$ cat src/rtl/fir_decimator.sv
// fir_decimator: block-averages the FIR output over 2^D samples into a small result FIFO,
// tracks per-window min/max and counts rising threshold crossings, on the TinyQV byte bus.
module fir_decimator #(
  parameter int FIFO_DEPTH = 4,
  parameter int MAX_LOG2   = 7
) (
  input  logic       clk,
  input  logic       rst_n,
  input  logic [7:0] sample_in,
  input  logic       sample_valid,
  input  logic [3:0] address,
  input  logic       data_write,
  input  logic [7:0] data_in,
  output logic [7:0] data_out,
  output logic [7:0] uo_out,
  output logic       user_interrupt
);
  localparam int AW = $clog2(FIFO_DEPTH);
  localparam int LW = AW + 1;

  logic        [4:0]          ctrl_q;
  logic signed [14:0]         acc_q, acc_d;
  logic        [MAX_LOG2-1:0] cnt_q, cnt_d;
  logic signed [7:0]          wmin_q, wmin_d, wmax_q, wmax_d;
  logic signed [7:0]          prev_q, thresh_q;
  logic                       prev_valid_q, ovf_q;
  logic        [7:0]          mem_q [FIFO_DEPTH];
  logic        [AW-1:0]       wp_q, rp_q;
  logic        [LW-1:0]       level_q;
  logic        [7:0]          max_q, min_q, xcnt_q, avg_q;

  logic              en, restart, take, last, push, pop, push_ok, empty, full, xing;
  logic        [2:0] d;
  logic signed [7:0] s, new_min, new_max;
  logic signed [14:0] sum;
  logic        [7:0] avg;

  assign en      = ctrl_q[0];
  assign d       = ctrl_q[3:1];
  assign s       = sample_in;
  // A CTRL write that changes EN or D throws away the partial window.
  assign restart = data_write && address == 4'h0 && data_in[3:0] != ctrl_q[3:0];
  assign take    = en && sample_valid && !restart;
  assign sum     = acc_q + 15'(s);
  assign avg     = 8'(sum >>> d);
  assign last    = cnt_q == MAX_LOG2'((32'd1 << d) - 32'd1);
  assign new_min = s < wmin_q ? s : wmin_q;
  assign new_max = s > wmax_q ? s : wmax_q;
  assign push    = take && last;
  assign empty   = level_q == '0;
  assign full    = level_q == LW'(FIFO_DEPTH);
  assign pop     = data_write && address == 4'h2 && !empty;
  assign push_ok = push && (!full || pop);
  assign xing    = en && sample_valid && prev_valid_q && prev_q < thresh_q && s >= thresh_q;

  assign uo_out         = avg_q;
  assign user_interrupt = ctrl_q[4] & ~empty;

  always_comb begin
    acc_d  = acc_q;
    cnt_d  = cnt_q;
    wmin_d = wmin_q;
    wmax_d = wmax_q;
    if (!en || restart || push) begin
      acc_d  = '0;
      cnt_d  = '0;
      wmin_d = 8'h7F;
      wmax_d = 8'h80;
    end else if (take) begin
      acc_d  = sum;
      cnt_d  = cnt_q + MAX_LOG2'(1);
      wmin_d = new_min;
      wmax_d = new_max;
    end
  end

  always_comb begin
    data_out = '0;
    case (address)
      4'h0: data_out = {3'b0, ctrl_q};
      4'h1: data_out = {2'b0, 3'(level_q), ovf_q, full, empty};
      4'h2: data_out = empty ? 8'h00 : mem_q[rp_q];
      4'h3: data_out = max_q;
      4'h4: data_out = min_q;
      4'h5: data_out = thresh_q;
      4'h6: data_out = xcnt_q;
      default: data_out = '0;
    endcase
  end

  always_ff @(posedge clk or negedge rst_n) begin
    if (!rst_n) begin
      ctrl_q       <= '0;
      acc_q        <= '0;
      cnt_q        <= '0;
      wmin_q       <= 8'h7F;
      wmax_q       <= 8'h80;
      prev_q       <= '0;
      prev_valid_q <= 1'b0;
      thresh_q     <= '0;
      ovf_q        <= 1'b0;
      wp_q         <= '0;
      rp_q         <= '0;
      level_q      <= '0;
      max_q        <= '0;
      min_q        <= '0;
      xcnt_q       <= '0;
      avg_q        <= '0;
      for (int i = 0; i < FIFO_DEPTH; i++) mem_q[i] <= '0;
    end else begin
      if (data_write && address == 4'h0) ctrl_q <= data_in[4:0];
      if (data_write && address == 4'h5) thresh_q <= data_in;
      acc_q  <= acc_d;
      cnt_q  <= cnt_d;
      wmin_q <= wmin_d;
      wmax_q <= wmax_d;
      if (push) begin
        avg_q <= avg;
        max_q <= new_max;
        min_q <= new_min;
      end
      if (!en) prev_valid_q <= 1'b0;
      else if (sample_valid) begin
        prev_q       <= s;
        prev_valid_q <= 1'b1;
      end
      if (push_ok) begin
        mem_q[wp_q] <= avg;
        wp_q        <= wp_q + AW'(1);
      end
      if (pop) rp_q <= rp_q + AW'(1);
      level_q <= level_q + LW'(push_ok) - LW'(pop);
      if (push && full && !pop) ovf_q <= 1'b1;
      else if (data_write && address == 4'h1 && data_in[2]) ovf_q <= 1'b0;
      // Software clear beats a simultaneous crossing.
      if (data_write && address == 4'h6) xcnt_q <= '0;
      else if (xing && xcnt_q != 8'hFF) xcnt_q <= xcnt_q + 8'd1;
    end
  end
endmodule
$ cat config.mk
export PLATFORM = sky130hd
export DESIGN_NAME = fir_decimator
export DESIGN_NICKNAME = d
export VERILOG_FILES = /design/src/rtl/fir_decimator.sv
export SDC_FILE = /design/constraint.sdc
export NUM_CORES = 1
export LEC_CHECK = 0
export ABC_AREA = 0
export ABC_CLOCK_PERIOD_IN_PS = 4150
export CAP_MARGIN = 20
export CORE_ASPECT_RATIO = 1.4
export CORE_MARGIN = 3
export CORE_UTILIZATION = 55
export DETAILED_ROUTE_END_ITERATION = 8
export GPL_ROUTABILITY_DRIVEN = 0
export PLACE_DENSITY_LB_ADDON = 0.25
export SYNTH_ARGS = -nofsm -noshare
export SYNTH_HDL_FRONTEND = slang
export SYNTH_SLANG_ARGS = --single-unit
$ cat constraint.sdc
create_clock -name clk -period 4.15 [get_ports clk]
set_clock_uncertainty 0.2 [all_clocks]
set_input_delay 1.0375 -clock clk [delete_from_list [all_inputs] [get_ports clk]]
set_output_delay 1.0375 -clock clk [all_outputs]
set_load 0.02 [all_outputs]
-- Yosys cells after proc, flatten, opt, wreduce, memory -nomap -nowiden
Cells that the tools add are included.
Widths: inputs -> output; s select.
- flip-flop bits (word level): 132
- bits of input ports: 24
- output and inout bits: 17
- word-level logic and storage cells: 109
- add/subtract/negate cells: 8
- $lt $le $gt $ge: 7
- equality and inequality tests: 11
- shift-type cells: 2
- mux-type cells: 24
- bitwise logic cells: 4
- reduce and logical (&&, ||, !) cells: 33
- operators with widths (kind ; count):
    $mux 8 ; 12
    $pmux 8 s7 ; 1
    $bwmux 32 ; 1
    $mux 15 ; 2
    $logic_and 1x1->1 ; 19
    $bmux 8 s2 ; 1
    $demux 8 s2 ; 1
    $lt 8x8->1 ; 2
    $add 15x8->15 ; 1
    $sshr 15x3->8 ; 1
    $mux 7 ; 2
    $eq 4x3->1 const B ; 3
    $add 8x1->8 const B ; 1
    $eq 4x2->1 const B ; 2
    $ge 8x8->1 ; 1
    $gt 8x8->1 ; 1
    $ne 8x8->1 const B ; 1
    $add 7x1->7 const B ; 1
    $eq 7x7->1 ; 1
    $shl 1x3->7 const A ; 1
    $sub 7x1->7 const B ; 1
    $ge 3x3->1 const B ; 2
    $not 2->3 ; 2
    $reduce_bool 2->1 ; 3
    16 further kinds ; 26

-- Longest topological paths before layout
Gate-level depths: netlist of run 1.
- word-level depth: 9
- gate-level depth with buffers: 18
- gate-level depth less buffers: 15

-- Worst setup path after synthesis of run 1
No wires, ideal clock.
- path kind: in2reg
- start: input sample_in[0]
- end: register mem_q[23] (netlist name)
- library setup time: 0.132 ns
- data arrival time: 3.868 ns
- required time: 3.818 ns
- setup slack: -0.050 ns
- stages: 10
- path buffers: 0
- path through: ha_1 -> fa_1 -> a21o_1 -> a221oi_2 -> mux2_2 -> or2_2 -> mux4_1 -> and2_4 -> a221oi_4 -> a21oi_1
- cells in the longest elaborated chain, start to end: 3
- ends and longest elaborated chain (element ; RTL line ; source):
    from (decl) ; 9 ; input logic [7:0] sample_in,
    $add 15x8->15 ; 44 ; assign sum = acc_q + 15'(s);
    $sshr 15x3->8 ; 45 ; assign avg = 8'(sum >>> d);
    $bwmux 32 ; 128 ; mem_q[wp_q] <= avg;
    to (signal, indexed assignment) ; 128 ;
    to (decl) ; 27 ; logic [7:0] mem_q [FIFO_DEPTH];
Every way passes these cells.
A chain may end at the register's enable or synchronous reset.

-- Worst setup path after layout of run 1
- start: input address[3]
- end: output data_out[2]
- cells in the longest elaborated chain, start to end: 2
- elaborated cells between the ends (all ways): 8
- those cells by class: eq/ne (6); mux (1); reduce/logical (1)
- ends and longest elaborated chain (element ; RTL line ; source):
    from (decl) ; 11 ; input logic [3:0] address,
    $eq 4x3->1 (tied with other cells) ; 79 ; case (address)
    $pmux 8 s7 (*) ; 79 ;
    to (decl) ; 14 ; output logic [7:0] data_out,
Every way passes the cells marked *; elsewhere a longest branch is shown, timed or not.

==> results of run 1 <==
[sequential cells by signal, summed over array words and instances (netlist names)]
| register | flops |
|---|---|
| mem_q | 32 |
| acc_q | 15 |
| max_q | 8 |
| min_q | 8 |
| prev_q | 8 |
| thresh_q | 8 |
| uo_out | 8 |
| wmax_q | 8 |
| wmin_q | 8 |
| xcnt_q | 8 |
| cnt_q | 7 |
| ctrl_q | 5 |
| level_q | 3 |
| rp_q | 2 |
| wp_q | 2 |
| ovf_q | 1 |
| prev_valid_q | 1 |
[power by group]
part	switching [mW]	total [mW]	internal, mW
sequential	0.271	1.85	1.58
combinational	1.15	2.21	1.06
clock	0.601	1.51	0.906
[placed cells by master (no fill, tap or decap), types with 13 or more instances in the layout]
| master | n |
|---|---|
| mux2_2 | 24 |
| buf_4 | 95 |
| xnor2_1 | 27 |
| dfrtp_1 | 124 |
| clkdlybuf4s50_1 | 26 |
| o21ai_0 | 65 |
| clkbuf_16 | 17 |
| a21oi_1 | 47 |
| nand2_1 | 85 |
| mux2i_1 | 21 |
| ha_1 | 52 |
| nand3_1 | 20 |
| a22oi_1 | 19 |
| inv_1 | 36 |
| a22o_1 | 22 |
| nor2_1 | 51 |
| and3_1 | 13 |
[worst max-delay path by stage]
stage	end	slack, ns	cells past startpoint
floorplan	mem_q[23]	0.02	10
global placement	uo_out[7]	-0.50	11
detailed placement	mem_q[23]	-0.54	11
CTS	data_out[1]	0.006	8
global route	mem_q[31]	-0.02	11
finish	data_out[2]	0.08	8
[critical path, stage by stage]
cell and delay [ns]:
clkdlybuf4s50_1 0.55, nor2_1 0.11, and3_2 0.28, a22oi_1 0.22
nand2_1 0.08, a21oi_1 0.16, o21ai_0 0.11, clkdlybuf4s15_1 0.29
[repair_timing]
item                       4_1_cts  5_1_grt
pin swaps                        5        6
setup endpoints to repair       13       11
hold buffers                     0        0
buffers inserted                 0        3
gates resized for setup         16       11
[metal layers]
layer / share of wire / up-vias / global-route usage
li1: - / 3325 / -
met5: 0 / - / 0
met1: 0.39 / 3561 / 0.345
met2: 0.51 / 253 / 0.486
met3: 0.052 / 66 / 0.0559
met4: 0.042 / 0 / 0.143
[cell families after synthesis]
logic type | Yosys count | share of synthesized area
and+or+nand+nor | 244 | 0.147
muxes | 59 | 0.0935
DFF | 132 | 0.399
AOI/OAI and AO/OA | 242 | 0.198
adders and majority gates | 55 | 0.0847
xor gates and xnor gates | 35 | 0.0386
buffers and inverters | 78 | 0.0398
[Yosys cell counts (all sizes together) (4+ instances only)]
master and count:
dfrtp 124, nand2 86, o21ai 67, a21oi 54, ha 53, nor2 51
inv 36, xnor2 27, mux2 26, clkbuf 24, a22o 22, mux2i 21
nand3 20, a22oi 19, buf 18, and3 15, mux4 12, nor2b 12
a211oi 9, nor3b 9, a21o 8, and2 8, dfstp 8, nand2b 8
o31ai 8, nand4 7, nor3 7, o22a 7, xor2 7, nor4 5
o21a 5, o22ai 4
[cell type report]
class                   count  area [um2]  share of cell area
clock buffers              18         439              0.0433
clock inverters            14         151              0.0149
inverters                  36         135              0.0133
multi-input cells         635        4700               0.464
flip-flops and latches    132        3310               0.327
well taps                 189         236              0.0233
repair buffers            136        1150               0.114
==> results.ini, run 1 <==
[synth]
synth_seq_area_share=0.399
ys.flop_type=dfrtp_1
syn_avg_cell_area_um2=9.83
synth_cells=845
synth_edf_count=0
synthDistinctLibCells=80
synth_top_cells_by_area=dfrtp_1 (37%), ha_1 (8.0%), o21ai_0 (3.9%), nand2_1 (3.8%), mux2_2 (3.4%)
async_flop_share=1.00
yosys.area.top_type=dfrtp_1
synth_fp_nets=924
syn-cell-area_um2=8310
yosysWarnings=0
netlist.area_leader.share=0.374
synth_seq_cells=132

[pwr]
power_density_nw_per_um2=550
power.leakage_nw=4.69
peakVddDrop_mv=0.296
power_mw=5.57

[drt]
wl_per_cell_um=19.4
drc=0
antenna_left=0
initialDrtViolationCount=594
vias=7205
firstDrtPassIters=5
drt-total-wl_um=22500
vias_per_cell=6.21

[clock_network]
clk_path_buf_depth=2
htree_levels=4
worstSkewPairLatency_ns=0.43
cts_tree=built
cts-root-buf=clkbuf_16
cts_sinks=132
clk_pin_slew_ns=0.06
cts_buffers=17

[timing]
fin_crit_sh=0.980
maxSlewHeadroom=0.450
fmax_mhz=246
final-hold-violation-count=0
finalSetupViolations=0
fin_ws_ns=0.0825
finalMaxSlewViolations=0
tns_ns=0
worstMarginPinSlew_ns=0.823
hold_slack_ns=0.239
fin_crit_ns=4.07

[global_routing]
antenna_found_initial=0
grt_max_degree=85
grt_overflow_total=0
grt_pass1_wl_um=37000
grt_pass1_vias=7315
globalRouteTotalUtil=0.287

[critical_path]
crit_arrival_ns=2.83
crit_start=address[3]
worstSetupEndpointType=output pin
critPathRequiredTime_ns=2.91
ff2ff_setup_slack_ns=0.22
cp_max_fo=6
rr_worst_depth=14
r2r-start=ctrl_q[3]
start_kind=input port
path_class=input port to output pin
timing.rr.end=level_q[2]

[place]
dp_hpwl_um=16900
dpl_cell_area_um2=9490
dp_slack_ns=-0.543
io_buffers=40
place_inst=1125

[floorplanning]
fp-row-count=52
fp.dieH_um=151
io_pins=41
core-area_um2=14600
start_util=0.567
die_w_um=110
die-area_um2=16600

[layout]
n_fill_cell=1070
area_delta_synth_final_pct=22.0
design_area_um2=10100
diodes=0
nets=1037
post-route-util=0.692
instances_no_fill=1160
layout-drive-gt1-share=0.213

[outcome]
status=finished, final reports clean

[min_path]
holdCritPathClass=input port to asynchronous set/reset pin

[job]
drv_cap=0

No activity file was read; power rests on OpenSTA's default activity.
==> run 2, diff against run 1 <==
- CORE_UTILIZATION: 55 -> 58
- DONT_BUFFER_PORTS: unset -> 1
- HOLD_SLACK_MARGIN: unset -> 0.03
==> results.ini, run 2 (synthesis results as in run 1) <==
[critical_path]
crit_arrival_ns=4.07  ; was 2.83 ns
ff2ff_setup_slack_ns=0.22  ; about the same
worstSetupEndpointType=register  ; was output pin
cp_max_fo=8  ; was 6
critPathRequiredTime_ns=4.30  ; was 2.91 ns
start_kind=register  ; was input port
path_class=register to register  ; was input port to output pin

[timing]
fmax_mhz=255  ; was 246 MHz
maxSlewHeadroom=0.484  ; was 0.450
tns_ns=0  ; unchanged
finalSetupViolations=0  ; unchanged
worstMarginPinSlew_ns=0.767  ; was 0.823 ns
fin_crit_sh=0.946  ; was 0.980
fin_crit_ns=3.93  ; was 4.07 ns
final-hold-violation-count=0  ; unchanged
rsz0062_at_grt=no
finalMaxSlewViolations=0  ; unchanged

[pwr]
power_density_nw_per_um2=565  ; was 550 nW/um2
peakVddDrop_mv=0.244  ; was 0.296 mV
power.leakage_nw=4.16  ; was 4.69 nW

[drt]
initialDrtViolationCount=454  ; was 594
drt-total-wl_um=21200  ; was 22500 um
drc=0  ; unchanged
vias_per_cell=6.43  ; was 6.21
wl_per_cell_um=20.2  ; was 19.4 um
vias=6762  ; was 7205
antenna_left=0  ; unchanged
firstDrtPassIters=6  ; was 5

[floorplanning]
start_util=0.594  ; was 0.567
fp.dieH_um=148  ; was 151 um
die-area_um2=15800  ; was 16600 um2
die_w_um=107  ; was 110 um
core-area_um2=14000  ; was 14600 um2
io_pins=41  ; unchanged
fp-row-count=51  ; was 52

[global_routing]
grt_pass1_vias=6743  ; was 7315
globalRouteTotalUtil=0.280  ; was 0.287
grt_overflow_total=0  ; unchanged
grt_max_degree=133  ; was 85
grt_pass1_wl_um=34700  ; was 37000 um
antenna_found_initial=0  ; unchanged

[place]
dp_hpwl_um=15300  ; was 16900 um
io_buffers=0  ; was 40

[outcome]
status=finished, final reports clean  ; unchanged

[min_path]
holdCritPathClass=input port to asynchronous set/reset pin  ; unchanged

[layout]
n_fill_cell=1036  ; was 1070
regMostFlops=mem_q  ; unchanged
layout_commonest_cell=dfrtp_1  ; unchanged
nets=933  ; was 1037
largest_reg_flops=32  ; unchanged
post-route-util=0.658  ; was 0.692
top_regs=mem_q: 32 flops, acc_q: 15 flops  ; unchanged
diodes=0  ; unchanged
layout-drive-gt1-share=0.152  ; was 0.213
final_cell_mix=dfrtp_1 (124), nand2_1 (85), o21ai_0 (65)  ; was dfrtp_1 (124), buf_4 (95), nand2_1 (85)
area_delta_synth_final_pct=10.7  ; was 22.0%

[clock_network]
cts-root-buf=clkbuf_16  ; unchanged
clk_path_buf_depth=2  ; unchanged
cts_buffers=17  ; unchanged
worstSkewPairLatency_ns=0.43  ; about the same
clk_pin_slew_ns=0.06  ; about the same
htree_levels=4  ; unchanged
cts_sinks=132  ; unchanged
cts_tree=built  ; unchanged

[job]
drv_cap=0  ; unchanged

-- run 2: metal layers --
metal / share of wire / track usage / vias up
met4: 0.045 / 0.138 / 0
met5: 0 / 0 / -
li1: - / - / 3129
met2: 0.50 / 0.461 / 231
met1: 0.40 / 0.341 / 3337
met3: 0.062 / 0.0721 / 65
-- run 2: metrics by stage --
stage          area, um2  power [mW]  cells  hold slack, ns  setup slack, ns
2_1_floorplan       8320        3.16    845           0.241           0.0160
3_3_place_gp        8580        3.60   1017           0.255          -0.0801
3_5_place_dp        8580        3.68   1017           0.265           -0.102
4_1_cts             9170        5.19   1049          0.0941            0.121
5_1_grt             9200        5.52   1052          0.0823          0.00403
6_report            9200        5.20   1052           0.103            0.223
-- run 2: power by group --
part / switching, mW / internal, mW
clock: 0.600 / 0.908
combinational: 0.990 / 0.814
sequential: 0.309 / 1.58
-- run 2: area by class of cell --
class / count / area [um2] / share of cell area
clock inverters: 13 / 148 / 0.0161
clock buffers: 19 / 443 / 0.0482
multi-input cells: 635 / 4690 / 0.510
inverters: 36 / 135 / 0.0147
repair buffers: 32 / 240 / 0.0261
flip-flops and latches: 132 / 3310 / 0.360
well taps: 185 / 231 / 0.0252
-- run 2: worst max-delay path: stages (launching register included) --
cell	delay [ns]
dfrtp_1	0.41
or3_4	0.41
ha_1	0.30
xnor2_1	0.21
xnor2_1	0.15
a311oi_2	0.33
o31a_4	0.26
and3_4	0.24
nand2_2	0.09
ha_1	0.30
inv_1	0.04
ha_1	0.18
fa_1	0.39
xnor2_1	0.20
xnor2_1	0.14
-- run 2: timing repair --
item	in CTS	in global routing
setup buffers	0	3
hold endpoints to repair	0	0
gates resized for setup	0	1
hold buffers	0	0
setup endpoints to repair	0	1
-- run 2: final timing paths --
| path | start | to | cells after the start |
|---|---|---|---|
| worst min-delay path | rst_n | xcnt_q[4] | 0 |
| max in group asynchronous | rst_n | wmax_q[7] | 0 |
| worst max-delay path | ctrl_q[1] | level_q[2] | 14 |
| worst min register to register | prev_q[0] | prev_q[0] | 2 |
| min in group clk | prev_q[0] | prev_q[0] | 2 |
| worst max register to register | ctrl_q[1] | level_q[2] | 14 |
==> run 3, diff against run 2 <==
- CELL_PAD_IN_SITES_DETAIL_PLACEMENT: unset -> 1
- CELL_PAD_IN_SITES_GLOBAL_PLACEMENT: unset -> 2
- CORE_UTILIZATION: 58 -> 38
==> results.ini, run 3 (synthesis results as in run 1) <==
[global_routing]
grt_overflow_total=0  ; unchanged
grt_max_degree=133  ; unchanged
grt_pass1_vias=7373  ; was 6743
globalRouteTotalUtil=0.221  ; was 0.280
grt_pass1_wl_um=40800  ; was 34700 um
antenna_found_initial=0  ; unchanged

[drt]
drc=0  ; unchanged
initialDrtViolationCount=472  ; was 454
antenna_left=0  ; unchanged
drt-total-wl_um=24900  ; was 21200 um
wl_per_cell_um=21.3  ; was 20.2 um
vias_per_cell=5.75  ; was 6.43
firstDrtPassIters=4  ; was 6
vias=6711  ; was 6762

[timing]
fmax_mhz=259  ; was 255 MHz
finalMaxSlewViolations=0  ; unchanged
fin_ws_ns=0.284  ; was 0.223 ns
final-hold-violation-count=0  ; unchanged
fin_crit_sh=0.932  ; was 0.946
finalSetupViolations=0  ; unchanged
fin_crit_ns=3.87  ; was 3.93 ns
worstMarginPinSlew_ns=0.942  ; was 0.767 ns
rsz0062_at_grt=no  ; unchanged
maxSlewHeadroom=0.367  ; was 0.484
tns_ns=0  ; unchanged

[job]
drv_cap=0  ; unchanged

[pwr]
power.leakage_nw=4.18  ; was 4.16 nW
power_density_nw_per_um2=561  ; was 565 nW/um2
peakVddDrop_mv=0.363  ; was 0.244 mV

[floorplanning]
start_util=0.389  ; was 0.594
die-area_um2=23700  ; was 15800 um2
fp.dieH_um=181  ; was 148 um
core-area_um2=21400  ; was 14000 um2
die_w_um=131  ; was 107 um
fp-row-count=63  ; was 51
io_pins=41  ; unchanged

[clock_network]
cts-root-buf=clkbuf_16  ; unchanged
clk_path_buf_depth=2  ; unchanged
clk_pin_slew_ns=0.06  ; about the same
hold_buffers=0  ; unchanged
cts_buffers=17  ; unchanged
htree_levels=4  ; unchanged
worstSkewPairLatency_ns=0.43  ; about the same
cts_sinks=132  ; unchanged
cts_tree=built  ; unchanged

[layout]
nets=941  ; was 933
layout-drive-gt1-share=0.160  ; was 0.152
layout_commonest_cell=dfrtp_1  ; unchanged
instances_no_fill=1167  ; was 1052
diodes=0  ; unchanged
area_delta_synth_final_pct=12.7  ; was 10.7%
top_regs=mem_q: 32 flops, acc_q: 15 flops  ; unchanged
largest_reg_flops=32  ; unchanged
regMostFlops=mem_q  ; unchanged
final_cell_mix=dfrtp_1 (124), nand2_1 (85), o21ai_0 (65)  ; unchanged

[place]
dp_hpwl_um=18600  ; was 15300 um
dp_slack_ns=-0.166  ; was -0.102 ns
io_buffers=0  ; unchanged
place_inst=1135  ; was 1017

[critical_path]
path_class=input port to register  ; was register to register
worstSetupEndpointType=register  ; unchanged
start_kind=input port  ; was register
crit_arrival_ns=3.96  ; was 4.07 ns
cp_max_fo=6  ; was 8
critPathRequiredTime_ns=4.25  ; was 4.30 ns

[outcome]
status=finished, final reports clean  ; unchanged

[min_path]
holdCritPathClass=input port to asynchronous set/reset pin  ; unchanged

[run 3: cell types whose count changed in the layout (fill, tap and decap cells not counted), moves of 2 or more]
cell	before	now
buf_4	32	39
clkinv_2	2	6
clkinv_4	4	2
clkinvlp_4	1	3
inv_6	4	1
[run 3: worst max-delay path: stages]
cell and delay (ns):
ha_1 0.21, fa_2 0.35, a21o_1 0.24, a221oi_4 0.32, mux2_4 0.33, or2_2 0.31
mux4_1 0.54, and2_4 0.20, a221oi_4 0.29, a21oi_1 0.13
[run 3: repair_timing]
| item | 4_1_cts | 5_1_grt |
|---|---|---|
| gates resized for setup | 0 | 1 |
| buffers inserted | 0 | 0 |
| endpoints found under the setup margin | 0 | 1 |
[run 3: cell type report]
type                            count  area (um2)
Clock buffer                       19         453
Clock inverter                     13         109
Fill cell                        2399       12000
Inverter                           36         135
Multi-Input combinational cell    635        4680
Sequential cell                   132        3310
Tap cell                          292         365
Timing Repair Buffer               40         304
[run 3: stage by stage]
step                      instance area [um2]  hold WS (ns)  utilization  power, mW
after floorplan                          8320         0.241            -       3.16
after global placement                   8790         0.256        0.412       3.73
after detailed placement                 8790         0.270        0.412       3.83
after CTS                                9360        0.0735        0.438       5.30
after global routing                     9360        0.0728        0.438       5.61
final                                    9360        0.0984        0.438       5.25
[run 3: report_power, final]
group	switching (mW)	internal, mW
clock	0.595	0.850
sequential	0.320	1.58
combinational	1.05	0.859
[run 3: final timing paths]
| check | from | end | slack, ns | cells past startpoint |
|---|---|---|---|---|
| max in group asynchronous | rst_n | wmin_q[3] | 3.35 | 0 |
| min reg2reg | mem_q[24] | mem_q[24] | 0.28 | 2 |
| min | rst_n | xcnt_q[0] | 0.1 | 0 |
| max | sample_in[0] | uo_out[7] | 0.28 | 10 |
| max reg2reg | ctrl_q[3] | level_q[2] | 0.28 | 16 |
| min in group clk | mem_q[24] | mem_q[24] | 0.28 | 2 |
[run 3: metal layers]
metal	vias up	GRT usage	share of wire
met5	-	0	0
met4	0	0.0696	0.021
met3	28	0.0479	0.031
met2	115	0.375	0.52
met1	3435	0.278	0.43
li1	3133	-	-
